## config.mk

```make
export PLATFORM = sky130hd
export DESIGN_NAME = cpu_rp2a03_apu_pulse_timer_sequencer
export DESIGN_NICKNAME = d
export VERILOG_FILES = /design/src/rtl/cpu_rp2a03_apu_pulse_timer_sequencer.sv
export SDC_FILE = /design/constraint.sdc
export NUM_CORES = 1
export LEC_CHECK = 0
export ABC_CLOCK_PERIOD_IN_PS = 3300
export CORE_ASPECT_RATIO = 0.9
export CORE_UTILIZATION = 50
export DETAILED_ROUTE_END_ITERATION = 7
export DONT_BUFFER_PORTS = 1
export PLACE_DENSITY = 0.7
export SLEW_MARGIN = 20
export SYNTH_ARGS = -nofsm -noshare
export SYNTH_HDL_FRONTEND = slang
export SYNTH_SLANG_ARGS = --single-unit
```

## constraint.sdc

```tcl
create_clock -name clk_i -period 3.3 [get_ports clk_i]
set_input_delay 0.33 -clock clk_i [delete_from_list [all_inputs] [get_ports clk_i]]
set_output_delay 0.33 -clock clk_i [all_outputs]
set_load 0.03 [all_outputs]
```

## src/rtl/cpu_rp2a03_apu_pulse_timer_sequencer.sv

```systemverilog
// Pulse channel core: 11-bit period register shared with the sweep unit, period
// down-counter, 8-step duty sequencer, length counter and registered gate bit.
module cpu_rp2a03_apu_pulse_timer_sequencer #(
  parameter int LENGTH_LOAD_WINS = 1
) (
  input  logic        clk_i,
  input  logic        rst_n_i,
  input  logic        apu_cycle_i,
  input  logic        half_frame_i,
  input  logic [7:0]  channel_regs_wr_data_i,
  input  logic        duty_reg_wr_i,
  input  logic        timer_low_reg_wr_i,
  input  logic        timer_high_reg_wr_i,
  input  logic        channel_enable_i,
  input  logic [10:0] target_timer_value_i,
  input  logic        timer_value_update_i,
  input  logic        muting_is_inactive_i,
  output logic [10:0] timer_value_o,
  output logic        length_active_o,
  output logic        pulse_gate_o
);

  // All inputs are single-cycle strobes or levels; there is no handshake, and
  // every strobe seen on a rising clk edge is acted on in that edge.

  logic [10:0] period;
  logic [10:0] timer_cnt;
  logic [2:0]  step;
  logic [1:0]  duty;
  logic        halt;
  logic [7:0]  length;
  logic        pulse_gate;

  logic        timer_expired;
  logic [7:0]  length_load_value;
  logic [7:0]  length_next;
  logic        length_dec;
  logic        duty_bit;

  function automatic logic [7:0] length_table(input logic [4:0] idx);
    logic [7:0] v;
    case (idx)
      5'd0:  v = 8'd10;   5'd1:  v = 8'd254;  5'd2:  v = 8'd20;   5'd3:  v = 8'd2;
      5'd4:  v = 8'd40;   5'd5:  v = 8'd4;    5'd6:  v = 8'd80;   5'd7:  v = 8'd6;
      5'd8:  v = 8'd160;  5'd9:  v = 8'd8;    5'd10: v = 8'd60;   5'd11: v = 8'd10;
      5'd12: v = 8'd14;   5'd13: v = 8'd12;   5'd14: v = 8'd26;   5'd15: v = 8'd14;
      5'd16: v = 8'd12;   5'd17: v = 8'd16;   5'd18: v = 8'd24;   5'd19: v = 8'd18;
      5'd20: v = 8'd48;   5'd21: v = 8'd20;   5'd22: v = 8'd96;   5'd23: v = 8'd22;
      5'd24: v = 8'd192;  5'd25: v = 8'd24;   5'd26: v = 8'd72;   5'd27: v = 8'd26;
      5'd28: v = 8'd16;   5'd29: v = 8'd28;   5'd30: v = 8'd32;   default: v = 8'd30;
    endcase
    return v;
  endfunction

  // Each pattern is indexed by step; bit n is the waveform level at step n.
  function automatic logic duty_table(input logic [1:0] d, input logic [2:0] s);
    logic [7:0] pattern;
    case (d)
      2'd0:    pattern = 8'b0000_0010;
      2'd1:    pattern = 8'b0000_0110;
      2'd2:    pattern = 8'b0001_1110;
      default: pattern = 8'b1111_1001;
    endcase
    return pattern[s];
  endfunction

  assign timer_expired     = (timer_cnt == 11'd0);
  assign length_load_value = length_table(channel_regs_wr_data_i[7:3]);
  assign length_dec        = half_frame_i && !halt && (length != 8'd0);
  assign duty_bit          = duty_table(duty, step);

  always_comb begin
    length_next = length;
    if (!channel_enable_i) begin
      length_next = 8'd0;
    end else if (timer_high_reg_wr_i) begin
      // Table entries are all >= 2, so the non-winning variant cannot wrap.
      if (half_frame_i && !halt && (LENGTH_LOAD_WINS == 0)) begin
        length_next = length_load_value - 8'd1;
      end else begin
        length_next = length_load_value;
      end
    end else if (length_dec) begin
      length_next = length - 8'd1;
    end
  end

  // Register writes own the period for the cycle; the sweep update is dropped.
  always_ff @(posedge clk_i or negedge rst_n_i) begin
    if (!rst_n_i) begin
      period <= 11'd0;
    end else if (timer_low_reg_wr_i || timer_high_reg_wr_i) begin
      if (timer_low_reg_wr_i) begin
        period[7:0] <= channel_regs_wr_data_i;
      end
      if (timer_high_reg_wr_i) begin
        period[10:8] <= channel_regs_wr_data_i[2:0];
      end
    end else if (timer_value_update_i) begin
      period <= target_timer_value_i;
    end
  end

  always_ff @(posedge clk_i or negedge rst_n_i) begin
    if (!rst_n_i) begin
      timer_cnt <= 11'd0;
    end else if (apu_cycle_i) begin
      if (timer_expired) begin
        timer_cnt <= period;
      end else begin
        timer_cnt <= timer_cnt - 11'd1;
      end
    end
  end

  // Sequencer counts down; a timer-high write restarts it from step 0.
  always_ff @(posedge clk_i or negedge rst_n_i) begin
    if (!rst_n_i) begin
      step <= 3'd0;
    end else if (timer_high_reg_wr_i) begin
      step <= 3'd0;
    end else if (apu_cycle_i && timer_expired) begin
      step <= step - 3'd1;
    end
  end

  always_ff @(posedge clk_i or negedge rst_n_i) begin
    if (!rst_n_i) begin
      duty <= 2'd0;
      halt <= 1'b0;
    end else if (duty_reg_wr_i) begin
      duty <= channel_regs_wr_data_i[7:6];
      halt <= channel_regs_wr_data_i[5];
    end
  end

  always_ff @(posedge clk_i or negedge rst_n_i) begin
    if (!rst_n_i) begin
      length <= 8'd0;
    end else begin
      length <= length_next;
    end
  end

  always_ff @(posedge clk_i or negedge rst_n_i) begin
    if (!rst_n_i) begin
      pulse_gate <= 1'b0;
    end else begin
      pulse_gate <= duty_bit && (length != 8'd0) && muting_is_inactive_i;
    end
  end

  assign timer_value_o   = period;
  assign length_active_o = (length != 8'd0);
  assign pulse_gate_o    = pulse_gate;

endmodule

```

Word-level counts from Yosys, hierarchy flattened
Memory sizes are Yosys's and may differ from the RTL's.
Index checks and enable logic that the tools add are counted.
Operators by class
  shift operators: 0
  div/mod/pow operators: 0
  $lt $le $gt $ge: 1
  multiplexer cells: 13
  $mul: 0
  add/subtract/negate cells: 3
  bitwise operators: 0
  equality and inequality tests: 5
  reduce and logical (&&, ||, !) cells: 14
Operator list (count)
  11-bit two-way mux: 3
  8-bit two-way mux: 4
  8-bit case mux with 3 select lines: 1
  11-bit zero test: 1
  11-bit by 1-bit subtractor with 11-bit output, second input constant: 1
  3-bit two-way mux: 3
  8-bit nonzero test: 1
  8-bit by 1-bit subtractor with 8-bit output, second input constant: 1
  1-bit logical AND: 5
  3-bit by 4-bit less-than comparator with 1-bit output, second input constant: 1
  2-bit inequality test, second input constant: 2
  2-bit AND reduction: 2
  2-bit nonzero test: 2
  1-bit binary-select mux with 3-bit select: 1
  3-bit by 2-bit inequality test with 1-bit output, second input constant: 1
  3-bit by 1-bit subtractor with 3-bit output, second input constant: 1
  2-bit by 1-bit == test with 1-bit output, second input constant: 1
  2-bit == test, second input constant: 1
  2-bit zero test: 1
  1-bit zero test: 1
  1-bit logical OR: 1
  1-bit two-way mux: 1
Storage, ports and cells
  logic and storage cells: 45
  memory bits (writable): 0
  output and inout port bits: 13
  bits in latches: 0
  memories: 1
  input port bits: 29
  flip-flop bits (word level): 37
  ROM bits: 224
Memory list
  (name not given): depth 32, width 7, rd ports 1, clocked after Yosys merged registers in 0, write ports 0, line 42  | case (idx)

Logic depth before layout (Yosys ltp)
  depth after elaboration: 6
  mapped depth: 8
  mapped depth without buffers: 7

Least setup slack after synthesis
No wires, ideal clock.
  path type: register -> register
  from: register length[0]
  to: register length[5]
  path slack: 1.468 ns
  arrival time: 1.712 ns
  path buffers: 0
  period minus slack after synthesis: 1.832 ns
  stages on the path, launching flop included: 8
  required time: 3.180 ns
  setup time: 0.120 ns
  path through: dfrtp_1 inv_1 ha_1 or4b_4 o21a_4 nor2_1 a21oi_1 o211a_1
Between the ends
  word-level cells in the longest chain between the ends: 4
  elaborated cells on any way between the ends: 7
  those cells by class: 1 x add/sub; 1 x eq/ne; 3 x mux; 2 x reduce/logical
RTL lines
  start: declaration: line 31  | logic [7:0] length;
  start signal: assignment: line 141  | length <= length_next;
  8-bit by 1-bit subtractor with 8-bit output: line 84  | length_next = length - 8'd1;
  8-bit two-way mux: line 83  | end else if (length_dec) begin
  8-bit two-way mux: line 76  | end else if (timer_high_reg_wr_i) begin
  8-bit two-way mux: line 74  | if (!channel_enable_i) begin
Several ways; a longest one is shown, not always the timed one. The select of a mux whose other input is x is not followed.
A chain may end at the register's enable or synchronous reset.

Final worst setup path
  from: register length[0]
  to: output port length_active_o
Between the ends
  word-level cells in the longest chain between the ends: 1
RTL lines
  8-bit nonzero test: line 154  | assign length_active_o = (length != 8'd0);
  end: declaration: line 19  | output logic length_active_o,
Every way passes these cells.

==> flow_summary.ini <==
[clock_network]
cts_inserted_buffers = 5
max-clock-path-buffers = 2
cts-root-buf = clkbuf_8
htreeDepth = 2
cts-resized-gates = 0
insertion_delay_ns = 0.28
clock_sinks = 37
cts_setup_buffers = 0
cts_tree = done
path_clk_slew_ns = 0.08

[timing]
rsz0062_at_grt = no
min_period_ns = 2.18
drv_slew = 0
setup_viol = 0
clock.fmax_mhz = 459
slew_headroom = 0.339
hold_ws_ns = 0.106
skew_ns = 0.00602
worst_pin_slew_ns = 0.990
setup_tns_ns = 0
fin_crit_sh = 0.660
hold_viol_final = 0

[die]
die_y_um = 67.4
die_x_um = 74.6
io_pins = 42
start_util = 0.526
die_area_um2 = 5030
rows = 23
core_um2 = 4520

[worst_setup_path]
crit_type = reg -> out
critPathCaptureType = output port
critPathLaunchType = register
path_max_fanout = 4
critical_path_required_ns = 2.97
worstPathArrival_ns = 1.85

[synth]
syn_nets = 312
yosysSeqAreaShare = 0.390
ys.warnings.count = 0
synth_area_leaders = dfrtp_1 39%, ha_1 6.3%, o21ai_0 6.1%, nand2_1 5.5%, mux2i_1 5.1%
synthFlopType = dfrtp_1
synth_cells = 271
synth_top_cell_by_area = dfrtp_1
synthArstFlopShare = 1.00
syn-cell-area_um2 = 2370
synth.top_cell.area_share = 0.390
synth-edff-count = 0
ys_seq_elements = 37
ys_types = 50
avgSynthCellArea_um2 = 8.76

[power_and_ir_drop]
leakagePower_nw = 1.10
ir_drop_v = 0.000299
power_mw = 1.42
power.density_nw_per_um2 = 558

[status]
status = finished, final reports clean

[placed_design]
hpwl_um = 3840
place_area_um2 = 2400
gp_congestion = 0.839
portBuffers = 0

[global_route]
grt_use_total = 0.239
grt.overflow.total = 0
first_global_vias = 1811
grt_pass1_wl_um = 9090
antenna_found_initial = 0
grt_max_degree = 38

[run]
drv_cap = 0

[finish]
final_cell_mix = 37 x dfrtp_1, 35 x nand2_1, 29 x o21ai_0
utilization = 0.565
fin_area_um2 = 2550
final_common_cell = dfrtp_1
drive_above_1_share = 0.0704
antenna_cells = 0
syn_to_final_growth_pct = 7.43
fin_nets = 310

[detailed_routing]
routed_wl_um = 5310
firstDrtPassIters = 6
drt_iter0_drc = 159
via_per_inst = 5.95
drc = 0
ant_nets = 0
vias = 1975
avgRoutedWirePerCell_um = 16.0

[hold_path]
hold_class = in -> reg
## cell usage after synthesis (all sizes together), types with 5 or more instances
| cell type | number |
|---|---|
| nor2 | 16 |
| nor3 | 5 |
| a21oi | 18 |
| clkbuf | 8 |
| ha | 12 |
| nor2b | 5 |
| dfrtp | 37 |
| mux2i | 12 |
| inv | 14 |
| nand2b | 6 |
| nand2 | 35 |
| nand3 | 11 |
| o21ai | 30 |
## worst max-delay path: stages, from the launching register on
cell	delay [ns]
dfrtp_1	0.41
inv_1	0.07
ha_1	0.18
or4b_4	0.50
or2_2	0.41
## layout make-up
class	instances	area, µm²
tap	62	77.6
clock buffer	6	82.6
fill	425	1970
clock inverter	2	37.5
inverter	14	52.6
multi-input combinational	209	1350
timing repair buffer	2	30.0
sequential	37	926
## worst paths after layout
| kind | start | to | slack, ns | cells after the start |
|---|---|---|---|---|
| max in group asynchronous | rst_n_i | length[5] | 2.60 | 2 |
| min reg2reg | timer_cnt[1] | timer_cnt[3] | 0.53 | 2 |
| min | timer_high_reg_wr_i | step[1] | 0.11 | 1 |
| max reg2reg | length[0] | length[5] | 1.36 | 7 |
| max | length[0] | length_active_o | 1.12 | 4 |
| min in group asynchronous | rst_n_i | timer_cnt[0] | 0.50 | 2 |
## state kept, by name, indices dropped and copies added (netlist names)
signal / cells
pulse_gate_o: 1
duty: 2
step: 3
timer_cnt: 11
length: 8
timer_value_o: 11
halt: 1
## what timing repair did
item | in CTS | in global routing
hold buffers | 2 | 0
endpoints found under the setup margin | 0 | 0
endpoints found under the hold margin | 37 | 0
## stage by stage
stage / instances / setup WS, ns
floorplan: 271 / 1.47
global placement: 322 / 1.41
detailed placement: 322 / 1.38
CTS: 332 / 1.12
global route: 332 / 1.06
finish: 332 / 1.12
## metal layers
| metal | global-route usage | up-vias | part of all wire |
|---|---|---|---|
| met5 | 0 | - | 0 |
| met4 | 0.0519 | 0 | 0.0058 |
| met3 | 0.0582 | 2 | 0.058 |
| met2 | 0.340 | 56 | 0.44 |
| met1 | 0.364 | 950 | 0.50 |
| li1 | - | 967 | - |
## power breakdown
part / leakage, nW / switching, mW / internal [mW]
Clock: 0.0574 / 0.167 / 0.246
Sequential: 0.465 / 0.121 / 0.542
Combinational: 0.573 / 0.199 / 0.149
Total: 1.10 / 0.487 / 0.938
## kinds of logic (layout without fill, tap and decap cells)
group                      after synthesis  after routing  synth area share
and+or+nand+nor                         97             97             0.202
AOI/OAI and AO/OA                       78             78             0.209
DFF                                     37             37             0.390
buffers and inverters                   25             24            0.0437
muxes                                   16             16            0.0695
adders and majority gates               12             12            0.0632
xor gates and xnor gates                 6              6            0.0221
(Power assumes the default switching activity.)
